`config.mk`:
```
export PLATFORM = sky130hd
export DESIGN_NAME = apb_master_bridge_flat
export DESIGN_NICKNAME = d
export VERILOG_FILES = /design/src/rtl/apb_master_bridge_if.sv /design/src/rtl/apb_master_bridge.sv /design/src/flat_wrapper.sv
export SDC_FILE = /design/constraint.sdc
export NUM_CORES = 1
export LEC_CHECK = 0
export ABC_AREA = 1
export CAP_MARGIN = 20
export CELL_PAD_IN_SITES_DETAIL_PLACEMENT = 1
export CELL_PAD_IN_SITES_GLOBAL_PLACEMENT = 2
export CORE_ASPECT_RATIO = 0.9
export CORE_MARGIN = 5
export CORE_UTILIZATION = 25
export CTS_CLUSTER_DIAMETER = 40
export DETAILED_ROUTE_END_ITERATION = 7
export GPL_TIMING_DRIVEN = 0
export HOLD_SLACK_MARGIN = 0.03
export MAX_ROUTING_LAYER = met4
export PLACE_DENSITY = 0.81
export SYNTH_ARGS = -nofsm -noshare
export SYNTH_HDL_FRONTEND = slang
export SYNTH_SLANG_ARGS = --single-unit
```
`constraint.sdc`:
```
create_clock -name PCLK -period 2 [get_ports PCLK]
set_input_delay 0.4 -clock PCLK [delete_from_list [all_inputs] [get_ports PCLK]]
set_output_delay 0.4 -clock PCLK [all_outputs]
set_load 0.005 [all_outputs]
```
`src/rtl/apb_master_bridge_if.sv`:
```
// Request-side and APB-side signal bundle for apb_master_bridge.
// The bridge uses the master view; the environment (requester plus slaves) uses the slave view.
interface apb_master_bridge_if #(
  parameter int ADDR_W = 9,
  parameter int DATA_W = 8
);
  // request port
  logic              transfer;
  logic              READ_WRITE;
  logic [ADDR_W-1:0] apb_write_paddr;
  logic [ADDR_W-1:0] apb_read_paddr;
  logic [DATA_W-1:0] apb_write_data;

  // APB bus toward the slaves
  logic              PSEL1;
  logic              PSEL2;
  logic              PENABLE;
  logic              PWRITE;
  logic [ADDR_W-2:0] PADDR;
  logic [DATA_W-1:0] PWDATA;
  logic              PREADY;
  logic [DATA_W-1:0] PRDATA;
  logic              PSLVERR_IN;

  // completion status
  logic [DATA_W-1:0] apb_read_data_out;
  logic              PSLVERR;
  logic              xfer_done;

  modport master (
    input  transfer, READ_WRITE, apb_write_paddr, apb_read_paddr, apb_write_data,
    input  PREADY, PRDATA, PSLVERR_IN,
    output PSEL1, PSEL2, PENABLE, PWRITE, PADDR, PWDATA,
    output apb_read_data_out, PSLVERR, xfer_done
  );

  modport slave (
    output transfer, READ_WRITE, apb_write_paddr, apb_read_paddr, apb_write_data,
    output PREADY, PRDATA, PSLVERR_IN,
    input  PSEL1, PSEL2, PENABLE, PWRITE, PADDR, PWDATA,
    input  apb_read_data_out, PSLVERR, xfer_done
  );
endinterface

```
`src/rtl/apb_master_bridge.sv`:
```
// APB3 master bridge: turns a simple request port into SETUP/ACCESS phases toward two slaves,
// with a PREADY wait-state timeout that forces an error completion when a slave hangs.
module apb_master_bridge #(
  parameter int ADDR_W         = 9,
  parameter int DATA_W         = 8,
  parameter int TIMEOUT_CYCLES = 16
) (
  input logic                PCLK,
  input logic                PRESETn,
  apb_master_bridge_if.master bus
);

  localparam int PADDR_W = ADDR_W - 1;
  localparam int CNT_W   = (TIMEOUT_CYCLES > 2) ? $clog2(TIMEOUT_CYCLES) : 1;
  localparam logic [CNT_W-1:0] CNT_LAST = CNT_W'(TIMEOUT_CYCLES - 1);

  typedef enum logic [1:0] {
    IDLE   = 2'd0,
    SETUP  = 2'd1,
    ACCESS = 2'd2
  } state_t;

  state_t              state_q, state_d;
  logic                psel1_q, psel1_d;
  logic                psel2_q, psel2_d;
  logic                penable_q, penable_d;
  logic                pwrite_q, pwrite_d;
  logic [PADDR_W-1:0]  paddr_q, paddr_d;
  logic [DATA_W-1:0]   pwdata_q, pwdata_d;
  logic [DATA_W-1:0]   rdata_q, rdata_d;
  logic                pslverr_q, pslverr_d;
  logic                done_q, done_d;
  logic [CNT_W-1:0]    cnt_q, cnt_d;

  logic                timeout;
  logic                load;
  logic [ADDR_W-1:0]   req_addr;

  // Counter sits at TIMEOUT_CYCLES-1 in the last ACCESS cycle a slave is allowed.
  assign timeout = (state_q == ACCESS) && !bus.PREADY && (cnt_q == CNT_LAST);

  // NOTE: every signal written here gets a default first, so no path can leave it unassigned
  // and infer a latch; blocking assignments are correct in combinational logic.
  always_comb begin
    state_d   = state_q;
    psel1_d   = psel1_q;
    psel2_d   = psel2_q;
    penable_d = penable_q;
    pwrite_d  = pwrite_q;
    paddr_d   = paddr_q;
    pwdata_d  = pwdata_q;
    rdata_d   = rdata_q;
    pslverr_d = pslverr_q;
    done_d    = 1'b0;
    cnt_d     = cnt_q;
    load      = 1'b0;
    req_addr  = '0;

    unique case (state_q)
      IDLE: begin
        if (bus.transfer) load = 1'b1;
      end

      SETUP: begin
        state_d   = ACCESS;
        penable_d = 1'b1;
        cnt_d     = '0;
      end

      ACCESS: begin
        if (bus.PREADY || timeout) begin
          done_d    = 1'b1;
          pslverr_d = (bus.PSLVERR_IN & bus.PREADY) | timeout;
          if (!pwrite_q && bus.PREADY) rdata_d = bus.PRDATA;
          penable_d = 1'b0;
          if (bus.transfer) begin
            load = 1'b1;
          end else begin
            state_d = IDLE;
            psel1_d = 1'b0;
            psel2_d = 1'b0;
          end
        end else begin
          cnt_d = cnt_q + CNT_W'(1);
        end
      end

      default: state_d = IDLE;
    endcase

    // New request accepted from IDLE or on a completion edge (back-to-back).
    if (load) begin
      req_addr  = bus.READ_WRITE ? bus.apb_read_paddr : bus.apb_write_paddr;
      state_d   = SETUP;
      penable_d = 1'b0;
      pwrite_d  = ~bus.READ_WRITE;
      if (!bus.READ_WRITE) pwdata_d = bus.apb_write_data;
      paddr_d   = req_addr[PADDR_W-1:0];
      psel1_d   = ~req_addr[ADDR_W-1];
      psel2_d   =  req_addr[ADDR_W-1];
    end
  end

  // NOTE: state registers use non-blocking assignments so every flop samples pre-edge values.
  always_ff @(posedge PCLK or negedge PRESETn) begin
    if (!PRESETn) begin
      state_q   <= IDLE;
      psel1_q   <= 1'b0;
      psel2_q   <= 1'b0;
      penable_q <= 1'b0;
      pwrite_q  <= 1'b0;
      paddr_q   <= '0;
      pwdata_q  <= '0;
      rdata_q   <= '0;
      pslverr_q <= 1'b0;
      done_q    <= 1'b0;
      cnt_q     <= '0;
    end else begin
      state_q   <= state_d;
      psel1_q   <= psel1_d;
      psel2_q   <= psel2_d;
      penable_q <= penable_d;
      pwrite_q  <= pwrite_d;
      paddr_q   <= paddr_d;
      pwdata_q  <= pwdata_d;
      rdata_q   <= rdata_d;
      pslverr_q <= pslverr_d;
      done_q    <= done_d;
      cnt_q     <= cnt_d;
    end
  end

  assign bus.PSEL1             = psel1_q;
  assign bus.PSEL2             = psel2_q;
  assign bus.PENABLE           = penable_q;
  assign bus.PWRITE            = pwrite_q;
  assign bus.PADDR             = paddr_q;
  assign bus.PWDATA            = pwdata_q;
  assign bus.apb_read_data_out = rdata_q;
  assign bus.PSLVERR           = pslverr_q;
  assign bus.xfer_done         = done_q;

endmodule

```
`src/flat_wrapper.sv`:
```
// flat-port wrapper written by rule: the top's interface ports become plain ports
module apb_master_bridge_flat 
#(
  parameter int ADDR_W         = 9,
  parameter int DATA_W         = 8,
  parameter int TIMEOUT_CYCLES = 16
)
  (PCLK, PRESETn, bus_transfer, bus_READ_WRITE, bus_apb_write_paddr, bus_apb_read_paddr, bus_apb_write_data, bus_PREADY, bus_PRDATA, bus_PSLVERR_IN, bus_PSEL1, bus_PSEL2, bus_PENABLE, bus_PWRITE, bus_PADDR, bus_PWDATA, bus_apb_read_data_out, bus_PSLVERR, bus_xfer_done);
  apb_master_bridge_if #(.ADDR_W(ADDR_W), .DATA_W(DATA_W)) bus_i ();
  input logic PCLK;
  input logic PRESETn;
  input wire logic [$bits(bus_i.transfer)-1:0] bus_transfer;
  input wire logic [$bits(bus_i.READ_WRITE)-1:0] bus_READ_WRITE;
  input wire logic [$bits(bus_i.apb_write_paddr)-1:0] bus_apb_write_paddr;
  input wire logic [$bits(bus_i.apb_read_paddr)-1:0] bus_apb_read_paddr;
  input wire logic [$bits(bus_i.apb_write_data)-1:0] bus_apb_write_data;
  input wire logic [$bits(bus_i.PREADY)-1:0] bus_PREADY;
  input wire logic [$bits(bus_i.PRDATA)-1:0] bus_PRDATA;
  input wire logic [$bits(bus_i.PSLVERR_IN)-1:0] bus_PSLVERR_IN;
  output wire logic [$bits(bus_i.PSEL1)-1:0] bus_PSEL1;
  output wire logic [$bits(bus_i.PSEL2)-1:0] bus_PSEL2;
  output wire logic [$bits(bus_i.PENABLE)-1:0] bus_PENABLE;
  output wire logic [$bits(bus_i.PWRITE)-1:0] bus_PWRITE;
  output wire logic [$bits(bus_i.PADDR)-1:0] bus_PADDR;
  output wire logic [$bits(bus_i.PWDATA)-1:0] bus_PWDATA;
  output wire logic [$bits(bus_i.apb_read_data_out)-1:0] bus_apb_read_data_out;
  output wire logic [$bits(bus_i.PSLVERR)-1:0] bus_PSLVERR;
  output wire logic [$bits(bus_i.xfer_done)-1:0] bus_xfer_done;
  assign bus_i.transfer = bus_transfer;
  assign bus_i.READ_WRITE = bus_READ_WRITE;
  assign bus_i.apb_write_paddr = bus_apb_write_paddr;
  assign bus_i.apb_read_paddr = bus_apb_read_paddr;
  assign bus_i.apb_write_data = bus_apb_write_data;
  assign bus_i.PREADY = bus_PREADY;
  assign bus_i.PRDATA = bus_PRDATA;
  assign bus_i.PSLVERR_IN = bus_PSLVERR_IN;
  assign bus_PSEL1 = bus_i.PSEL1;
  assign bus_PSEL2 = bus_i.PSEL2;
  assign bus_PENABLE = bus_i.PENABLE;
  assign bus_PWRITE = bus_i.PWRITE;
  assign bus_PADDR = bus_i.PADDR;
  assign bus_PWDATA = bus_i.PWDATA;
  assign bus_apb_read_data_out = bus_i.apb_read_data_out;
  assign bus_PSLVERR = bus_i.PSLVERR;
  assign bus_xfer_done = bus_i.xfer_done;
  apb_master_bridge #(.ADDR_W(ADDR_W), .DATA_W(DATA_W), .TIMEOUT_CYCLES(TIMEOUT_CYCLES)) u_core (.PCLK(PCLK), .PRESETn(PRESETn), .bus(bus_i));
endmodule
```
==> out/summary.log, run 1 <==
INFO  synth          post-synth-top-area-fraction=53.2%
INFO  finish         fillerInstances=771
INFO  placed_design  portBuffers=68
INFO  clock_network  ctsLongestPathBuffers=2
INFO  synth          largest_family_of_logic_cells_by_synthesized_area=simple AND/OR/NAND/NOR gates
INFO  finish         multiInputGateArea=706µm²
INFO  timing         setup_viol_count_final=0
INFO  global_route   initial_antenna_violation_count=0
INFO  finish         antenna_cells=0
INFO  timing         fmaxAchievable=0.572GHz
INFO  timing         max-slew-margin-rel=45.5%
INFO  critical_path  crit_arrival=1930ps
INFO  synth          yosysSeqAreaShare=53.2%
INFO  global_route   largest_net_degree_at_the_start_of_global_routing=37
INFO  timing         report.final.hold_viol_count=0
INFO  pwr            cellLeakagePower=0.00121µW
INFO  synth          synth_compound_area_share=7.32%
INFO  floorplanning  core.rowCount=28
INFO  placed_design  detailed_place.area=2480µm²
INFO  global_route   global_route.overflow_total=0
INFO  synth          synthCells=161
INFO  global_route   grt_util_all_layers=11.3%
INFO  clock_network  path_clk_slew=70ps
INFO  routing        routed_via_density=4.19
INFO  clock_network  tritoncts=done
INFO  routing        drcViolationCount=0
INFO  timing         setup_slack=253ps
INFO  timing         finClkSkew=5.82ps
INFO  routing        drtPass1Iterations=4
INFO  global_route   global_route_wire_length_before_repair=7380µm
INFO  synth          postSynth.topFlopCell=sky130_fd_sc_hd__dfrtp_1
INFO  synth          synthDistinctLibCells=23
INFO  synth          ys_seq_elements=36
INFO  timing         rsz0062_at_grt=no
INFO  synth          netlist.top_cell.by_area=sky130_fd_sc_hd__dfrtp_1
INFO  synth          yosysWarningCount=0
INFO  finish         areaGrowthSynthToFinish=52.9%
INFO  pwr            max-vdd-ir-drop=0.354mV
INFO  placed_design  place.detailed.hpwl=3270µm
INFO  routing        detailroute.via_count=1369
INFO  clock_network  cts_post_setup_buffers_inserted=0
INFO  timing         finalCriticalPeriod=1750ps
INFO  global_route   first_global_vias=1515
INFO  timing         timing_max_transition_violations_final=0
INFO  critical_path  worst-path-max-fanout=10
INFO  synth          netlist_area=1690µm²
INFO  finish         post_route_cells_drive_above_1_share=15.2%
INFO  critical_path  worst_path_max_delay_cell=sky130_fd_sc_hd__dfrtp_1
INFO  timing         finalCritPeriodShare=87.4%
INFO  synth          syn-mean-instance-area=10.5µm²
INFO  floorplanning  die_outline_area=8520µm²
INFO  floorplanning  coreArea=6590µm²
INFO  floorplanning  die_width=96.7µm
INFO  clock_network  cts_num_sinks=36
INFO  synth          number_of_synthesized_flops_with_an_enable_pin=0
INFO  critical_path  cp_top_family=simple AND/OR/NAND/NOR gates
INFO  clock_network  htreeDepth=2
INFO  clock_network  root_buffer=sky130_fd_sc_hd__clkbuf_8
INFO  worst_hold_path worst_hold_path_type=input port to async pin
INFO  floorplanning  boundaryPins=70
INFO  pwr            fin_total_pwr=3340µW
INFO  synth          synthXorXnorAreaFrac=0.517%
INFO  finish         regArea=901µm²
INFO  floorplanning  start_util=25.7%
INFO  critical_path  setup.worst_path.end_class=flip-flop
INFO  finish         layout.nets=280
INFO  synth          synthArstFlopShare=100%
INFO  routing        detail_route.wl_per_cell=13.4µm
INFO  routing        route.final.wire_length=4380µm
INFO  pwr            power-per-cell-area=1290nW/µm²
INFO  synth          synth.area.top_cells=sky130_fd_sc_hd__dfrtp_1 (53%), sky130_fd_sc_hd__nand2_1 (10%), sky130_fd_sc_hd__mux2_4 (7.1%)
INFO  routing        drtAntennaViolNets=0
INFO  critical_path  setup.worst_path.class=flip-flop to flip-flop
INFO  placed_design  pre_cts_ws=-24.0ps
INFO  synth          yosys-mux-area-fraction=11.8%
INFO  clock_network  clk_latency=290ps
INFO  synth          synth_fp_nets=205
INFO  critical_path  critPathBufInv=3
INFO  critical_path  worst_ep_required_time=2180ps
INFO  finish         fin_area=2590µm²
INFO  status         status=completed
INFO  critical_path  crit_path_start_kind=flip-flop
INFO  clock_network  cts-buffers-inserted=5
INFO  timing         worst-slew-pin-transition=817ps
INFO  floorplanning  dieHeight=88.1µm
INFO  timing         setup-tns-final=0ps
INFO  routing        drt_iter0_markers=30
INFO  clock_network  post_cts.resized_instances=0
INFO  critical_path  critical-path-max-stage-delay=400ps
INFO  synth          synth-adder-area-share=2.96%
INFO  clock_network  ctsHoldBuffers=0
INFO  placed_design  gp_congestion=0.741
INFO  synth          synth-simple-area-share=19.1%
INFO  critical_path  worstPathCellList=inv_1, ha_1, inv_1, nor2_2, nand2_2, nand3_2, nand2_2, buf_6, nand3_1, nand2_1
INFO  run            drv.max_cap_violation_count=0
[cell families after synthesis]
| group | count (synthesis) |
|---|---|
| compound gates | 17 |
| flops | 36 |
| xor+xnor | 1 |
| simple gates | 72 |
| fa+ha+maj | 4 |
| mux | 16 |
| buf+inv | 15 |
[final cells by class]
class	count	share of cell area, %
repair buffers	68	26.1
inverters	9	1.30
multi-input cells	110	27.3
plain buffers	6	2.03
flip-flops and latches	36	34.8
clock inverters	2	1.35
clock buffers	6	2.80
well taps	90	4.35
[synthesized netlist by cell type (3+ instances only)]
library cell and number:
sky130_fd_sc_hd__nor2_1 4, sky130_fd_sc_hd__mux2i_1 8, sky130_fd_sc_hd__inv_1 8, sky130_fd_sc_hd__nand2_2 3, sky130_fd_sc_hd__o21ai_0 4, sky130_fd_sc_hd__ha_1 4, sky130_fd_sc_hd__nand4_1 8, sky130_fd_sc_hd__a21oi_1 3
sky130_fd_sc_hd__buf_6 3, sky130_fd_sc_hd__nand3_1 6, sky130_fd_sc_hd__nand2_1 47, sky130_fd_sc_hd__mux2_4 8, sky130_fd_sc_hd__o21ai_2 8, sky130_fd_sc_hd__dfrtp_1 36
[cells in the final DEF, fill, tap and decap left out, types with 3 or more instances in the layout]
cell / instances
sky130_fd_sc_hd__inv_1: 8
sky130_fd_sc_hd__buf_6: 3
sky130_fd_sc_hd__ha_1: 4
sky130_fd_sc_hd__a21oi_1: 3
sky130_fd_sc_hd__clkbuf_8: 5
sky130_fd_sc_hd__nor2_1: 4
sky130_fd_sc_hd__clkdlybuf4s50_1: 67
sky130_fd_sc_hd__o21ai_0: 4
sky130_fd_sc_hd__nand2_1: 47
sky130_fd_sc_hd__o21ai_2: 8
sky130_fd_sc_hd__mux2i_1: 8
sky130_fd_sc_hd__mux2_4: 8
sky130_fd_sc_hd__dfrtp_1: 36
sky130_fd_sc_hd__nand4_1: 8
sky130_fd_sc_hd__nand3_1: 6
sky130_fd_sc_hd__nand2_2: 3
[registers in the layout (all words and copies together) (netlist names)]
name                          flops
u_core.bus.PADDR                  8
u_core.bus.PWDATA                 8
u_core.bus.apb_read_data_out      8
u_core.cnt_q                      4
u_core.state_q                    2
u_core.bus.PENABLE                1
u_core.bus.PSEL1                  1
u_core.bus.PSEL2                  1
u_core.bus.PSLVERR                1
u_core.bus.PWRITE                 1
u_core.bus.xfer_done              1
[metrics by stage]
step                hold WS (ps)  instances  utilization [%]
finish                       196        327             39.3
detailed placement           461        319             37.7
global route                 266        327             39.3
floorplan                    104        161                -
CTS                          230        327             39.3
global placement             455        319             37.7
[per-layer routing]
| layer | wire, µm | GRT usage, % | vias to the layer above |
|---|---|---|---|
| met5 | 0 | - | - |
| met4 | 57 | 3.83 | 0 |
| met3 | 253 | 4.14 | 7 |
| met2 | 1990 | 17.4 | 44 |
| met1 | 2070 | 13.9 | 634 |
| li1 | - | - | 684 |
[power breakdown]
part	internal, µW	switching [µW]
clock	370	264
combinational	896	575
sequential	1050	185
[path summary, 6_finish.rpt]
kind | slack [ps] | cells past startpoint | start | end
worst max-delay path | 250 | 10 | u_core.state_q[0]$_DFFE_PN0P_ | u_core.state_q[1]$_DFFE_PN0P_
worst min-delay path | 200 | 1 | PRESETn | u_core.bus.apb_read_data_out[7]$_DFFE_PN0P_
worst max register to register | 250 | 10 | u_core.state_q[0]$_DFFE_PN0P_ | u_core.state_q[1]$_DFFE_PN0P_
worst min register to register | 470 | 2 | u_core.bus.PWDATA[2]$_DFFE_PN0P_ | u_core.bus.PWDATA[2]$_DFFE_PN0P_
max in group asynchronous | 1280 | 1 | PRESETn | u_core.bus.PADDR[7]$_DFFE_PN0P_
min in group PCLK | 470 | 2 | u_core.bus.PWDATA[2]$_DFFE_PN0P_ | u_core.bus.PWDATA[2]$_DFFE_PN0P_
(Power assumes the default switching activity.)
==> run 2: changes to the inputs <==
--- a/config.mk
+++ b/config.mk
@@ -17,7 +17,7 @@
 export GPL_TIMING_DRIVEN = 0
 export HOLD_SLACK_MARGIN = 0.03
 export MAX_ROUTING_LAYER = met4
-export PLACE_DENSITY = 0.81
+export PLACE_DENSITY_LB_ADDON = 0.1
 export SYNTH_ARGS = -nofsm -noshare
 export SYNTH_HDL_FRONTEND = slang
 export SYNTH_SLANG_ARGS = --single-unit
==> out/summary.log, run 2 (synthesis gave the netlist of run 1 again) <==
INFO  timing         fmaxAchievable=0.577GHz
INFO  worst_hold_path worst_hold_path_type=input port to async pin
INFO  timing         finalCritPeriodShare=86.7%
INFO  timing         max-slew-margin-rel=43.8%
INFO  placed_design  gp_congestion=0.739
INFO  routing        drtPass1Iterations=4
INFO  timing         finalCriticalPeriod=1730ps
INFO  global_route   global_route.overflow_total=0
INFO  clock_network  ctsHoldBuffers=0
INFO  clock_network  post_cts.resized_instances=0
INFO  timing         finClkSkew=2.07ps
INFO  placed_design  place.detailed.hpwl=3740µm
INFO  floorplanning  die_outline_area=8520µm²
INFO  floorplanning  die_width=96.7µm
INFO  routing        routed_via_density=4.40
INFO  routing        detailroute.via_count=1434
INFO  critical_path  reg2reg_setup_slack=270ps
INFO  pwr            max-vdd-ir-drop=0.359mV
INFO  finish         most_common_cell_after_layout_fill_and_taps_aside=sky130_fd_sc_hd__clkdlybuf4s50_1
INFO  finish         multiInputGateArea=706µm²
INFO  critical_path  timing.rr.end=u_core.bus.PADDR[2]$_DFFE_PN0P_
INFO  global_route   initial_antenna_violation_count=0
INFO  timing         report.final.hold_viol_count=0
INFO  timing         worst-slew-pin-transition=843ps
INFO  finish         fillerInstances=785
INFO  floorplanning  dieHeight=88.1µm
INFO  global_route   first_global_vias=1551
INFO  routing        drcViolationCount=0
INFO  timing         setup_slack=266ps
INFO  floorplanning  coreArea=6590µm²
INFO  run            drv.max_cap_violation_count=0
INFO  finish         regArea=901µm²
INFO  pwr            cellLeakagePower=0.00120µW
INFO  critical_path  setup.worst_path.class=flip-flop to flip-flop
INFO  clock_network  cts-buffers-inserted=5
INFO  clock_network  root_buffer=sky130_fd_sc_hd__clkbuf_8
INFO  timing         setup_viol_count_final=0
INFO  timing         rsz0062_at_grt=no
INFO  critical_path  crit_arrival=1900ps
INFO  global_route   largest_net_degree_at_the_start_of_global_routing=37
INFO  clock_network  path_clk_slew=70ps
INFO  timing         timing_max_transition_violations_final=0
INFO  routing        drt_iter0_markers=28
INFO  clock_network  cts_num_sinks=36
INFO  finish         final-instance-count-excl-fill=326
INFO  critical_path  crit_path_start_kind=flip-flop
INFO  critical_path  r2r_depth=10
INFO  finish         highest_count_cells_in_the_layout_ignoring_fill_and_taps=sky130_fd_sc_hd__clkdlybuf4s50_1 (67), sky130_fd_sc_hd__nand2_1 (47), sky130_fd_sc_hd__dfrtp_1 (36)
INFO  floorplanning  core.rowCount=28
INFO  global_route   grt_util_all_layers=11.9%
INFO  floorplanning  boundaryPins=70
INFO  finish         antenna_cells=0
INFO  critical_path  worst_ep_required_time=2170ps
INFO  clock_network  htreeDepth=2
INFO  placed_design  portBuffers=68
INFO  routing        route.final.wire_length=4780µm
INFO  routing        drtAntennaViolNets=0
INFO  finish         post_route_cells_drive_above_1_share=15.3%
INFO  clock_network  tritoncts=done
INFO  finish         areaGrowthSynthToFinish=52.3%
INFO  status         status=completed
INFO  pwr            power-per-cell-area=1280nW/µm²
INFO  clock_network  ctsLongestPathBuffers=2
INFO  timing         setup-tns-final=0ps
INFO  timing         holdWs=225ps
INFO  critical_path  r2r_start=u_core.state_q[0]$_DFFE_PN0P_
INFO  placed_design  pre_cts_ws=1.11ps
INFO  floorplanning  start_util=25.7%
INFO  clock_network  cts_post_setup_buffers_inserted=0
INFO  critical_path  setup.worst_path.end_class=flip-flop
INFO  global_route   global_route_wire_length_before_repair=7720µm
INFO  critical_path  worst-path-max-fanout=10
INFO  routing        detail_route.wl_per_cell=14.7µm
INFO  pwr            fin_total_pwr=3290µW
INFO  placed_design  placedCellCount=319
INFO  clock_network  clk_latency=280ps
INFO  finish         layout.nets=280
==> run 2: worst max-delay path, cell delays in order, from the launching register on <==
cell and delay (ps):
sky130_fd_sc_hd__dfrtp_1 400, sky130_fd_sc_hd__inv_1 100, sky130_fd_sc_hd__ha_1 260, sky130_fd_sc_hd__inv_1 100
sky130_fd_sc_hd__nor2_2 140, sky130_fd_sc_hd__nand2_2 100, sky130_fd_sc_hd__nand3_2 120, sky130_fd_sc_hd__nand2_2 100
sky130_fd_sc_hd__buf_6 160, sky130_fd_sc_hd__nand2_1 80, sky130_fd_sc_hd__o21ai_2 60
==> run 2: final cells by class <==
type,instances,share of cell area [%]
Tap cell,90,4.37
Inverter,9,1.31
Multi-Input combinational cell,110,27.4
Buffer,6,2.04
Sequential cell,36,35.0
Clock buffer,7,3.74
Timing Repair Buffer,68,26.2
==> run 2: power by group <==
group / internal [µW] / switching (µW) / total, µW
clock network: 307 / 249 / 556
logic: 896 / 597 / 1490
registers: 1050 / 187 / 1240
total: 2260 / 1030 / 3290
==> run 2: through the flow <==
| stage | cell area [µm²] | utilization [%] |
|---|---|---|
| finish | 2580 | 39.1 |
| global route | 2580 | 39.1 |
| CTS | 2580 | 39.1 |
| detailed placement | 2480 | 37.7 |
| global placement | 2490 | 37.7 |
| floorplan | 1690 | - |
==> run 2: how the worst max path moves through the flow <==
stage	from	end	slack (ps)	depth (start not counted)
3_3_place_gp	PRESETn	u_core.bus.PADDR[0]$_DFFE_PN0P_	-390	1
3_5_place_dp	bus_transfer	u_core.bus.PWDATA[0]$_DFFE_PN0P_	1	5
2_1_floorplan	u_core.state_q[0]$_DFFE_PN0P_	u_core.bus.apb_read_data_out[0]$_DFFE_PN0P_	480	6
4_1_cts	u_core.state_q[0]$_DFFE_PN0P_	u_core.bus.PADDR[2]$_DFFE_PN0P_	220	10
5_1_grt	u_core.state_q[0]$_DFFE_PN0P_	u_core.bus.PWDATA[0]$_DFFE_PN0P_	80	9
6_report	u_core.state_q[0]$_DFFE_PN0P_	u_core.bus.PADDR[2]$_DFFE_PN0P_	270	10
==> run 2: routing by layer <==
| metal | part of all wire (%) | vias to the layer above | global-route usage, % |
|---|---|---|---|
| li1 | - | 684 | - |
| met1 | 44 | 684 | 13.1 |
| met2 | 50 | 57 | 20.7 |
| met3 | 5.1 | 9 | 3.34 |
| met4 | 1.6 | 0 | 4.72 |
| met5 | 0 | - | - |
